File: config.mk
export PLATFORM = sky130hd
export DESIGN_NAME = branch_control_unit
export DESIGN_NICKNAME = d
export VERILOG_FILES = /design/src/rtl/branch_control_unit.sv
export SDC_FILE = /design/constraint.sdc
export NUM_CORES = 1
export LEC_CHECK = 0
export BUFFER_PORTS_ARGS = -buffer_cell sky130_fd_sc_hd__buf_2
export CORE_AREA = 2 2 69 88
export DETAILED_ROUTE_END_ITERATION = 6
export DIE_AREA = 0 0 71 90
export PLACE_DENSITY = 0.75
export SLEW_MARGIN = 10
export SYNTH_ARGS = -nofsm -noshare
export SYNTH_HDL_FRONTEND = slang
export SYNTH_SLANG_ARGS = --single-unit
File: constraint.sdc
create_clock -name i_clk -period 3.05 [get_ports i_clk]
set_input_delay 0.4575 -clock i_clk [delete_from_list [all_inputs] [get_ports i_clk]]
set_output_delay 0.4575 -clock i_clk [all_outputs]
set_load 0.05 [all_outputs]
File: src/rtl/branch_control_unit.sv
// Instruction-sequencing control unit for the accumulator processor: fetch PC,
// opcode decode into datapath strobes, branches, call/return stack and halt.
module branch_control_unit #(
  parameter int BITS        = 16,
  parameter int OPBITS      = 5,
  parameter int ADDRBITS    = BITS - OPBITS,
  parameter int STACK_DEPTH = 4,
  parameter int SPBITS      = $clog2(STACK_DEPTH + 1)
) (
  input  logic                i_clk,
  input  logic                i_rst,
  input  logic [BITS-1:0]     i_instr,
  input  logic                i_instr_valid,
  input  logic                i_zero,
  output logic [ADDRBITS-1:0] o_imem_addr,
  output logic [ADDRBITS-1:0] o_operand,
  output logic [1:0]          o_sel_A,
  output logic                o_sel_B,
  output logic                o_op,
  output logic                o_w_acc,
  output logic                o_w_ram,
  output logic                o_r_ram,
  output logic                o_halt,
  output logic                o_stack_err,
  output logic [SPBITS-1:0]   o_stack_lvl
);

  localparam int IDXBITS     = (STACK_DEPTH > 1) ? $clog2(STACK_DEPTH) : 1;
  localparam int STK_ENTRIES = 1 << IDXBITS;

  localparam logic [OPBITS-1:0] OP_HLT  = OPBITS'(0);
  localparam logic [OPBITS-1:0] OP_STO  = OPBITS'(1);
  localparam logic [OPBITS-1:0] OP_LD   = OPBITS'(2);
  localparam logic [OPBITS-1:0] OP_LDI  = OPBITS'(3);
  localparam logic [OPBITS-1:0] OP_ADD  = OPBITS'(4);
  localparam logic [OPBITS-1:0] OP_ADDI = OPBITS'(5);
  localparam logic [OPBITS-1:0] OP_SUB  = OPBITS'(6);
  localparam logic [OPBITS-1:0] OP_SUBI = OPBITS'(7);
  localparam logic [OPBITS-1:0] OP_JMP  = OPBITS'(8);
  localparam logic [OPBITS-1:0] OP_BEQ  = OPBITS'(9);
  localparam logic [OPBITS-1:0] OP_BNE  = OPBITS'(10);
  localparam logic [OPBITS-1:0] OP_CALL = OPBITS'(11);
  localparam logic [OPBITS-1:0] OP_RET  = OPBITS'(12);

  localparam logic [SPBITS-1:0]   LVL_FULL  = SPBITS'(STACK_DEPTH);
  localparam logic [SPBITS-1:0]   LVL_EMPTY = SPBITS'(0);
  localparam logic [SPBITS-1:0]   LVL_ONE   = SPBITS'(1);
  localparam logic [ADDRBITS-1:0] PC_ONE    = ADDRBITS'(1);

  typedef enum logic {ST_RUN = 1'b0, ST_HALT = 1'b1} state_t;

  state_t                state_r, state_next_s;
  logic [ADDRBITS-1:0]   pc_r, pc_next_s, pc_inc_s;
  logic [SPBITS-1:0]     lvl_r, lvl_next_s, lvl_dec_s;
  logic                  err_r, err_next_s;
  logic                  halt_r;
  logic                  push_s;
  logic                  exec_s;
  logic [OPBITS-1:0]     opcode_s;
  logic [ADDRBITS-1:0]   operand_s;
  logic [IDXBITS-1:0]    push_idx_s, pop_idx_s;
  logic [ADDRBITS-1:0]   stack_r [STK_ENTRIES];

  assign exec_s     = (state_r == ST_RUN) && i_instr_valid;
  assign opcode_s   = i_instr[BITS-1 -: OPBITS];
  assign operand_s  = i_instr[ADDRBITS-1:0];
  assign pc_inc_s   = pc_r + PC_ONE;
  assign lvl_dec_s  = lvl_r - LVL_ONE;
  assign push_idx_s = lvl_r[IDXBITS-1:0];
  assign pop_idx_s  = lvl_dec_s[IDXBITS-1:0];

  assign o_imem_addr = pc_r;
  assign o_operand   = operand_s;
  assign o_halt      = halt_r;
  assign o_stack_err = err_r;
  assign o_stack_lvl = lvl_r;

  // State register: PC, stack level, sticky error and halt flag
  always_ff @(posedge i_clk or negedge i_rst) begin
    if (!i_rst) begin
      state_r <= ST_RUN;
      pc_r    <= '0;
      lvl_r   <= '0;
      err_r   <= 1'b0;
      halt_r  <= 1'b0;
    end else begin
      state_r <= state_next_s;
      pc_r    <= pc_next_s;
      lvl_r   <= lvl_next_s;
      err_r   <= err_next_s;
      halt_r  <= (state_next_s == ST_HALT);
    end
  end

  // Return-address storage; contents deliberately survive reset
  always_ff @(posedge i_clk) begin
    if (push_s) begin
      stack_r[push_idx_s] <= pc_inc_s;
    end
  end

  // Next-state: sequencing, branch resolution and stack bounds checks
  always_comb begin
    state_next_s = state_r;
    pc_next_s    = pc_r;
    lvl_next_s   = lvl_r;
    err_next_s   = err_r;
    push_s       = 1'b0;
    if (exec_s) begin
      case (opcode_s)
        OP_HLT: state_next_s = ST_HALT;
        OP_JMP: pc_next_s = operand_s;
        OP_BEQ: pc_next_s = i_zero ? operand_s : pc_inc_s;
        OP_BNE: pc_next_s = i_zero ? pc_inc_s : operand_s;
        OP_CALL: begin
          if (lvl_r == LVL_FULL) begin
            err_next_s   = 1'b1;
            state_next_s = ST_HALT;
          end else begin
            push_s     = 1'b1;
            lvl_next_s = lvl_r + LVL_ONE;
            pc_next_s  = operand_s;
          end
        end
        OP_RET: begin
          if (lvl_r == LVL_EMPTY) begin
            err_next_s   = 1'b1;
            state_next_s = ST_HALT;
          end else begin
            lvl_next_s = lvl_dec_s;
            pc_next_s  = stack_r[pop_idx_s];
          end
        end
        default: pc_next_s = pc_inc_s;
      endcase
    end else begin
      pc_next_s = pc_r;
    end
  end

  // Output decode: datapath strobes, all zero unless executing
  always_comb begin
    o_sel_A = 2'b00;
    o_sel_B = 1'b0;
    o_op    = 1'b0;
    o_w_acc = 1'b0;
    o_w_ram = 1'b0;
    o_r_ram = 1'b0;
    if (exec_s) begin
      case (opcode_s)
        OP_STO: o_w_ram = 1'b1;
        OP_LD: begin
          o_r_ram = 1'b1;
          o_w_acc = 1'b1;
        end
        OP_LDI: begin
          o_w_acc = 1'b1;
          o_sel_A = 2'b01;
        end
        OP_ADD, OP_SUB: begin
          o_r_ram = 1'b1;
          o_w_acc = 1'b1;
          o_sel_A = 2'b10;
          o_op    = (opcode_s == OP_SUB);
        end
        OP_ADDI, OP_SUBI: begin
          o_w_acc = 1'b1;
          o_sel_A = 2'b10;
          o_sel_B = 1'b1;
          o_op    = (opcode_s == OP_SUBI);
        end
        default: o_sel_A = 2'b00;
      endcase
    end else begin
      o_sel_A = 2'b00;
    end
  end

endmodule

## Word-level counts from Yosys, hierarchy flattened

Memories as Yosys holds them, arrays and structs flattened.
Index checks and enable logic that the tools add are counted.

| operators by class | value |
|---|---|
| add/subtract/negate cells | 3 |
| equal/unequal tests | 17 |
| mux-type cells | 29 |
| bitwise logic cells | 2 |
| reductions and logical operators | 14 |

Operator list:

| operator | count |
|---|---|
| $pmux 11 s6 | 1 |
| $mux 11 | 4 |
| $eq 5x4->1 const B | 5 |
| $eq 5x3->1 const B | 4 |
| $mux 1 | 16 |
| $reduce_and 4->1 | 4 |
| $add 11x1->11 const B | 1 |
| $eq 5x2->1 const B | 2 |
| $ne 2x2->1 const B | 4 |
| $mux 3 | 2 |
| $pmux 3 s2 | 1 |
| $reduce_or 6->1 | 1 |
| $eq 5x1->1 const B | 1 |
| $logic_not 5->1 | 1 |
| $pmux 1 s2 | 2 |
| $pmux 2 s2 | 1 |
| $reduce_or 2->1 | 2 |
| $reduce_or 4->1 | 1 |
| $add 3x1->3 const B | 1 |
| $eq 3x3->1 const B | 1 |
| $logic_not 3->1 | 1 |
| $pmux 1 s3 | 1 |
| $reduce_bool 3->1 | 1 |
| $reduce_or 3->1 | 1 |
| 5 further kinds | 6 |

| word-level totals | value |
|---|---|
| flip-flop bits (word level) | 16 |
| RAM bits | 44 |
| input bits | 20 |
| output and inout bits | 34 |
| word-level logic and storage cells | 70 |
| memories | 1 |

Memory list:

| name | depth | width | read ports | clocked after memory_dff | write ports | RTL line | source |
|---|---|---|---|---|---|---|---|
| stack_r | 4 | 11 | 1 | 0 | 1 | 62 | `logic [ADDRBITS-1:0] stack_r [STK_ENTRIES];` |

## Longest topological paths before layout

Gate-level depths: netlist of the first run.

| depth | value |
|---|---|
| word-level depth | 6 |
| gate-level depth with buffers | 11 |
| depth with buffers taken out | 8 |

## Worst setup path before layout of the first run

Ideal clock, no wire load.

| path | value |
|---|---|
| path kind | reg-to-reg |
| from | reg lvl_r[0] (netlist: o_stack_lvl[0]) |
| to | mem stack_r[3][0] (netlist bit) (enable) |
| library setup time | 0.349 ns |
| data arrival time | 2.559 ns |
| data required time | 2.701 ns |
| slack | 0.142 ns |
| cell stages (with the launch flop) | 8 |
| buffers on the path | 1 |
| period minus slack after synthesis | 2.908 ns |
| cells stage by stage | dfrtp_1 buf_2 inv_1 ha_1 ha_1 or3_4 nor2_1 and2_1 |

| between the ends | value |
|---|---|
| cells in the longest elaborated chain, start to end | 6 |

Ends and longest elaborated chain:

| item | RTL line | source |
|---|---|---|
| from (decl) | 54 | `logic [SPBITS-1:0] lvl_r, lvl_next_s, lvl_dec_s;` |
| from (signal assigned) | 89 | `lvl_r <= lvl_next_s;` |
| $eq 3x3->1 | 116 | `if (lvl_r == LVL_FULL) begin` |
| $mux 1 | 116 |  |
| $mux 1 | 110 | `case (opcode_s)` |
| $mux 1 | 109 | `if (exec_s) begin` |
| $mux 1 | 97 | `if (push_s) begin` |
| $mux 1 (not written as such) | 98 | `stack_r[push_idx_s] <= pc_inc_s;` |
| to (decl) | 62 |  |

Parallel ways exist; a longest one is shown, timed or not.

## Final worst setup path of the first run

| path | value |
|---|---|
| from | reg lvl_r[1] (netlist: o_stack_lvl[1]) |
| to | mem stack_r[2][9] (netlist bit) (enable) |

The elaborated chain is that of the path after synthesis.

==> results of run 1 <==
worst reg2reg max path, cell delays in order, from the launching register on:
cell and delay (ps):
dfrtp_1 440, inv_1 110, ha_1 220, ha_1 200, or3_4 400, nor2_1 210, and2_1 560
how the worst max path moves through the flow:
stage | startpoint | to | slack (ps) | cells past startpoint
2_1_floorplan | o_stack_lvl[0] | stack_r[3][0] | 140 | 7
3_3_place_gp | i_instr[13] | stack_r[2][4] | 550 | 5
3_5_place_dp | i_instr[13] | stack_r[2][7] | 490 | 5
4_1_cts | o_stack_lvl[1] | stack_r[0][0] | 540 | 6
5_1_grt | o_stack_lvl[1] | stack_r[2][9] | 390 | 6
6_report | o_stack_lvl[1] | stack_r[2][9] | 560 | 6
power by group:
group / total (mW) / internal, mW / leakage, nW / switching (mW)
Combinational: 1.24 / 0.427 / 0.652 / 0.811
Sequential: 1.23 / 1.09 / 0.572 / 0.139
Clock: 0.785 / 0.482 / 0.107 / 0.303
Total: 3.25 / 2.00 / 1.33 / 1.25
layout make-up:
cell class              instances  area, sq um
fillers                       435         2180
repair buffers                 55          280
clock buffers                  12          145
multi-input cells             133         1120
well taps                      66         82.6
clock inverters                 4         72.6
inverters                       6         22.5
flip-flops and latches         60         1720
sequential cells by signal, indices dropped and copies added (netlist names):
register / count
stack_r: 44
o_imem_addr: 11
o_stack_lvl: 3
o_halt: 1
o_stack_err: 1
layout by cell type, fill, tap and decap left out, types with 5 or more instances in the layout:
cell and n:
nand2_1 9, clkbuf_8 10, buf_2 53, ha_1 7, mux4_2 11, a222oi_1 7
dfrtp_1 16, and2_1 6, inv_1 6, and3_1 5, edfxtp_1 44, nor2_1 13
xnor2_1 9, a21oi_1 9
layer usage:
| metal | track usage | vias up | part of all wire |
|---|---|---|---|
| li1 | - | 924 | - |
| met1 | 0.279 | 969 | 0.40 |
| met2 | 0.357 | 60 | 0.53 |
| met3 | 0.0471 | 7 | 0.060 |
| met4 | 0.0802 | 0 | 0.0084 |
| met5 | 0 | - | 0 |
metrics by stage:
stage | setup slack (ps) | power [mW] | instance area [sq um] | util | hold slack [ps]
3_3_place_gp | 555 | 2.45 | 3220 | 0.573 | 428
4_1_cts | 537 | 3.28 | 3440 | 0.612 | 56.5
5_1_grt | 393 | 3.40 | 3440 | 0.612 | 70.7
2_1_floorplan | 142 | 2.17 | 3030 | - | 162
3_5_place_dp | 489 | 2.48 | 3220 | 0.573 | 423
6_report | 557 | 3.25 | 3440 | 0.612 | 52.8
logic make-up (layout without fill, tap and decap cells):
| kind of cell | after synthesis | in the layout | synth area share |
|---|---|---|---|
| mux | 12 | 12 | 0.0849 |
| flops | 60 | 60 | 0.567 |
| compound gates | 39 | 39 | 0.0944 |
| buf+inv | 28 | 77 | 0.0647 |
| simple gates | 65 | 65 | 0.131 |
| fa+ha+maj | 7 | 7 | 0.0289 |
| xor+xnor | 10 | 10 | 0.0289 |
==> impl_metrics.ini, run 1 <==
[worst_setup_path]
critPathBufInv = 1
max_stage_delay_ps = 560
worstSetupEndpointType = register
rrSetupSlack_ps = 560
worst_ep_required_time_ps = 3020
worstSetupPathType = reg -> reg
cp.arrival_ps = 2460
timing.critical_path.fanout_max = 11
reg2reg_from = o_stack_lvl[1]
crit_top_cell = ha_1
critical-path-top-delay-family = simple AND/OR/NAND/NOR gates
startpoint_type = register
crit_slowest_cell = and2_1
rr_worst_depth = 6
critical_path.cell_chain = inv_1, ha_1, ha_1, or3_4, nor2_1, and2_1
worstReg2RegEnd = stack_r[2][9]

[power]
leakage_nw = 1.33
ir_drop_v = 0.000427
p_per_area_nw_per_um2 = 945

[global_routing]
grt_pass1_wl_microns = 10100
antenna_found_initial = 0
grt_usage = 0.216
grt_start_max_net_pins = 22
overflow = 0
first_global_vias = 1929

[clock_network]
cts_root_buf = clkbuf_8
cts_tree = built
cts_max_path_buffers = 2
postCtsSetupBuffers = 0
numCtsBuffers = 9
insertion_delay_ps = 340
path_clk_slew_ps = 70
post_cts_resize_count = 0
htreeDepth = 3
cts_hold_buf = 0
clock_sinks = 60

[logic_synthesis]
syn_avg_cell_area_sq_um = 13.7
ys_warn_count = 0
netlist_area_sq_um = 3030
ys_seq_elements = 60
synth_top_area_share = 0.435
synth_top_area_cell = edfxtp_1
yosys-top-cells-area = edfxtp_1, dfrtp_1, mux4_2, buf_4, ha_1
ys_top_cells_by_count = edfxtp_1, dfrtp_1, nor2_1
ys.flop_type = edfxtp_1
yosysMostFrequentCell = edfxtp_1
async_reset_ff_frac = 0.267
synth-edff-count = 44
syn_nets = 248
ys_types = 53
yosysSeqAreaShare = 0.567
syn_inst = 221

[timing]
fmax_ghz = 0.401
rsz0062_at_grt = no
setup_viol = 0
period_minus_slack_ps = 2490
final.period_utilization = 0.817
worst_slew_pin_slew_ps = 620
skew_ps = 11.3
slew_viol_final = 0
slew_headroom = 0.587
fin_tns_setup_ps = 0
hold_viol_final = 0

[die]
die_y_microns = 90
dieArea_sq_um = 6390
die_width_microns = 71
start_util = 0.539
ios = 54
core_area_sq_um = 5620
rows = 31

[cells_and_area]
finalNonFillerCells = 336
syn_to_final_growth_pct = 13.4
diodes = 0
nets = 292
drive_above_1_share = 0.341

[flow_run]
maxCapViolations = 0

[route]
drc = 0
vias_per_cell = 5.83
postRouteWirelength_microns = 6580
first_pass_iters = 5
wl_per_cell_microns = 19.6
num_vias = 1960
drt_iter0_markers = 201
postRouteAntennaNets = 0

[min_path]
hp-class = in -> async

[placed_design]
gp_congestion = 0.784
port-buffer-count = 53
dpl.hpwl_microns = 4460
dp_cells = 320

[status]
outcome = complete, no violations
No activity file was read; power rests on OpenSTA's default activity.
==> run 2, diff against run 1 <==
- CORE_AREA: 2 2 69 88 -> 2 2 73 93
- DIE_AREA: 0 0 71 90 -> 0 0 75 95
- PLACE_DENSITY: 0.75 -> 0.71
- clock period: 3.05 -> 2.2 ns (I/O delays scaled with it)
==> run 2 against run 1 <==
Cell count up 8.3%; flip-flop and latch count stayed put; routed wire length grew 5.1%; hold slack improved by 190 ps; clock skew shrank 1.9 ps; non-clock buffer count increased by 7; sequential power rose by 35%; register-to-register slack got worse by 420 ps; sequential share of layout area shrank 1.5 points; critical path depth shrank 1; design area is 3.4% higher; global-route usage fell by 0.58 points; critical path type is now reg -> out; largest cell class unchanged; largest power group unchanged.
==> impl_metrics.ini, run 2 (same netlist as run 1, synthesis figures left out) <==
[die]
die_y_microns = 95
dieArea_sq_um = 7130
ios = 54
rows = 33
core_area_sq_um = 6320
start_util = 0.480
die_width_microns = 75

[global_routing]
overflow = 0
grt_usage = 0.211
antenna_found_initial = 0
grt_start_max_net_pins = 17
grt_pass1_wl_microns = 10500
first_global_vias = 1994

[cells_and_area]
n_fill_cell = 521
drive_above_1_share = 0.404
final_common_cell = buf_2
nets = 299
post-route-util = 0.563
largest_reg_flops = 44
diodes = 0
multi_input_area_sq_um = 1180
largest_register = stack_r
final-seq-area_sq_um = 1730
mostFrequentLayoutCells = buf_2, edfxtp_1, dfrtp_1
syn_to_final_growth_pct = 17.2

[placed_design]
gp_congestion = 0.846
port-buffer-count = 53
dpl.hpwl_microns = 4740

[status]
outcome = complete, no violations

[route]
drt_iter0_markers = 111
postRouteWirelength_microns = 6910
vias_per_cell = 5.65
first_pass_iters = 4
wl_per_cell_microns = 19.0
drc = 0
num_vias = 2056
postRouteAntennaNets = 0

[timing]
skew_ps = 9.41
rsz0062_at_grt = no
fin_tns_setup_ps = 0
slew_headroom = 0.575
slew_viol_final = 0
period_minus_slack_ps = 2100
fmax_ghz = 0.477
final.period_utilization = 0.953
hold_viol_final = 0
worst_slew_pin_slew_ps = 638
setup_viol = 0

[power]
ir_drop_v = 0.000687
leakage_nw = 1.36
p_per_area_nw_per_um2 = 1250

[worst_setup_path]
rr_worst_depth = 6
worstSetupEndpointType = primary output
worst_ep_required_time_ps = 1870
worstSetupPathType = reg -> out
startpoint_type = register
cp.arrival_ps = 1770
timing.critical_path.fanout_max = 6

[clock_network]
clock_sinks = 60
cts_max_path_buffers = 2
cts_root_buf = clkbuf_8
htreeDepth = 3
numCtsBuffers = 9
path_clk_slew_ps = 70
insertion_delay_ps = 340
cts_tree = built

[flow_run]
maxCapViolations = 0

[min_path]
holdPathStages = 3
hp-class = in -> reg
[run 2: final timing paths]
kind,start,to,slack [ps]
max,o_halt,o_r_ram,100
max reg2reg,o_stack_lvl[1],stack_r[0][8],140
min,i_instr[3],o_imem_addr[3],240
min in group asynchronous,i_rst,o_imem_addr[5],490
max in group asynchronous,i_rst,o_stack_lvl[0],1370
min reg2reg,o_stack_err,o_stack_err,460
[run 2: power by group]
| part | switching (mW) | total [mW] | internal (mW) |
|---|---|---|---|
| logic | 1.19 | 1.85 | 0.661 |
| registers | 0.145 | 1.66 | 1.51 |
| clock network | 0.412 | 0.922 | 0.511 |
[run 2: per-stage QoR]
stage                     worst slack [ps]  std cells  area, sq um  total power [mW]  hold WS [ps]
after floorplan                      -77.0        221         3100              3.07          34.4
after global placement                 122        347         3350              3.48           295
after detailed placement              83.4        347         3350              3.52           303
after CTS                             44.2        364         3550              4.46           228
after global routing                  1.36        364         3560              4.66           239
final                                  103        364         3560              4.43           242
[run 2: area by class of cell]
class                           count  area share
Tap cell                           87      0.0306
Clock inverter                      6      0.0155
Inverter                            6     0.00633
Timing Repair Buffer               62      0.0943
Multi-Input combinational cell    133       0.332
Sequential cell                    60       0.485
Clock buffer                       10      0.0359
[run 2: timing repair]
item	CTS	global route
resized for setup	1	2
endpoints found under the setup margin	3	45
setup buffers	0	0
endpoints found under the hold margin	16	0
hold buffers	1	0
[run 2: critical path, cell delays in order, from the launching register on]
cell and delay [ps]:
dfrtp_1 400, nand2b_1 260, nor3_4 220, o21a_2 180, nor2b_4 120, buf_2 260
[run 2: metal layers]
| layer | up-vias | GRT usage | share of wire |
|---|---|---|---|
| met5 | - | 0 | 0 |
| met4 | 0 | 0.0878 | 0.024 |
| met3 | 13 | 0.0598 | 0.073 |
| met2 | 89 | 0.333 | 0.51 |
| met1 | 1013 | 0.270 | 0.39 |
| li1 | 941 | - | - |
==> run 3, diff against run 2 <==
- CORE_AREA: 2 2 73 93 -> 2 2 87 110
- DIE_AREA: 0 0 75 95 -> 0 0 89 112
- PLACE_DENSITY: 0.71 -> 0.52
==> run 3 against run 2 <==
Critical endpoint is now stack_r[2][6]; design area is 6.2% higher; sequential share of layout area is 2.8 points lower; worst setup slack better by 40 ps; highest routed layer unchanged; clock skew is 4.0 ps lower; routed wire length is 6.7% higher.
==> impl_metrics.ini, run 3 (same netlist as run 1, synthesis figures left out) <==
[worst_setup_path]
startpoint_type = register
rr_worst_depth = 6
cp.depth = 6
cp.arrival_ps = 2070
worstSetupPathType = reg -> reg
critical-path-top-delay-family = simple AND/OR/NAND/NOR gates
rrSetupSlack_ps = 140
timing.critical_path.fanout_max = 11
critPathBufInv = 1
max_stage_delay_ps = 400
worst_ep_required_time_ps = 2220
critical_path.cell_chain = inv_2, ha_4, ha_2, or3_4, nor2_1, and2_4
worstSetupEndpointType = register
crit_slowest_cell = dfrtp_4

[timing]
layout_setup_ws_ps = 143
slew_headroom = 0.547
worst_slew_pin_slew_ps = 679
slew_viol_final = 0
fmax_ghz = 0.486
rsz0062_at_grt = no
period_minus_slack_ps = 2060
fin_tns_setup_ps = 0
fin_hold_ws_ps = 262
setup_viol = 0
final.period_utilization = 0.935
skew_ps = 5.36
hold_viol_final = 0

[clock_network]
htreeDepth = 3
postCtsSetupBuffers = 0
cts_max_path_buffers = 2
cts_root_buf = clkbuf_16
numCtsBuffers = 9
insertion_delay_ps = 330
path_clk_slew_ps = 50
clock_sinks = 60
cts_tree = built

[cells_and_area]
mostFrequentLayoutCells = buf_2, edfxtp_1, buf_4
largest_reg_flops = 44
n_fill_cell = 888
syn_to_final_growth_pct = 24.5
nets = 306
diodes = 0
final_common_cell = buf_2
largest_register = stack_r
drive_above_1_share = 0.419

[global_routing]
grt_usage = 0.159
grt_pass1_wl_microns = 11400
grt_start_max_net_pins = 17
antenna_found_initial = 0
overflow = 0
first_global_vias = 2107

[placed_design]
port-buffer-count = 53
pre_cts_ws_ps = 73.7
dpl.hpwl_microns = 5140
gp_congestion = 0.796

[route]
postRouteAntennaNets = 0
drc = 0
num_vias = 2057
postRouteWirelength_microns = 7380
drt_iter0_markers = 148
wl_per_cell_microns = 18.1
vias_per_cell = 5.05
first_pass_iters = 4

[die]
die_width_microns = 89
ios = 54
core_area_sq_um = 8980
die_y_microns = 112
rows = 39
dieArea_sq_um = 9970
start_util = 0.338

[power]
internal-power_mw = 3.24
clkPwrFrac = 0.295
pwr-share-comb = 0.380
leakage_nw = 1.45
p_per_area_nw_per_um2 = 1340
swShare = 0.360
ir_drop_v = 0.000606
p_switching_mw = 1.82
pwr-share-seq = 0.325

[flow_run]
maxCapViolations = 0

[min_path]
hp-class = in -> reg
holdPathStages = 3

[status]
outcome = complete, no violations
[run 3: cell types whose count changed in the layout (fill, tap and decap cells not counted), sizes merged]
cell / delta
bufinv: +1
clkinv: -1
clkinvlp: -1
buf: +6
clkbuf: +2
[run 3: worst paths after layout]
check | startpoint | endpoint
min in group asynchronous | i_rst | o_stack_lvl[2]
worst min-delay path | i_instr[4] | o_imem_addr[4]
worst max register to register | o_stack_lvl[0] | stack_r[2][6]
worst min register to register | o_stack_err | o_stack_err
worst max-delay path | o_stack_lvl[0] | stack_r[2][6]
max in group asynchronous | i_rst | o_stack_lvl[0]
[run 3: stage by stage]
stage                util  instance area [sq um]  instances  power [mW]
CTS                 0.421                   3780        407        5.12
detailed placement  0.384                   3450        390        3.60
global route        0.421                   3780        407        5.29
global placement    0.384                   3450        390        3.59
floorplan               -                   3100        221        3.07
finish              0.421                   3780        407        5.06
[run 3: final cells by class]
cell class                      count  area, sq um  area share
Clock inverter                      5         75.1      0.0199
Multi-Input combinational cell    133         1170       0.309
Inverter                            6         22.5     0.00596
Sequential cell                    60         1730       0.457
Clock buffer                       11          243      0.0642
Tap cell                          123          154      0.0407
Timing Repair Buffer               69          390       0.103
[run 3: routing by layer]
metal,share of wire,up-vias,track usage
li1,-,957,-
met1,0.43,1016,0.205
met2,0.50,73,0.248
met3,0.053,11,0.0348
met4,0.024,0,0.0806
met5,0,-,0
[run 3: what timing repair did]
item	CTS	global route
hold buffers	1	0
hold endpoints to repair	16	0
gates resized for setup	0	1
setup endpoints to repair	0	1
[run 3: power groups by stage]
| stage | Clock, mW | Sequential [mW] | Combinational [mW] |
|---|---|---|---|
| global route | 1.57 | 1.66 | 2.07 |
| finish | 1.49 | 1.64 | 1.93 |
| floorplan | 0 | 2.12 | 0.954 |
| detailed placement | 0 | 1.66 | 1.94 |
| CTS | 1.53 | 1.64 | 1.95 |
| global placement | 0 | 1.66 | 1.92 |
[run 3: worst register-to-register path, delay by kind of cell, from the launching register on]
family / cells / cell delay (ps)
and+or+nand+nor: 3 / 950
adders and majority gates: 2 / 340
DFF: 1 / 400
buffers and inverters: 1 / 50
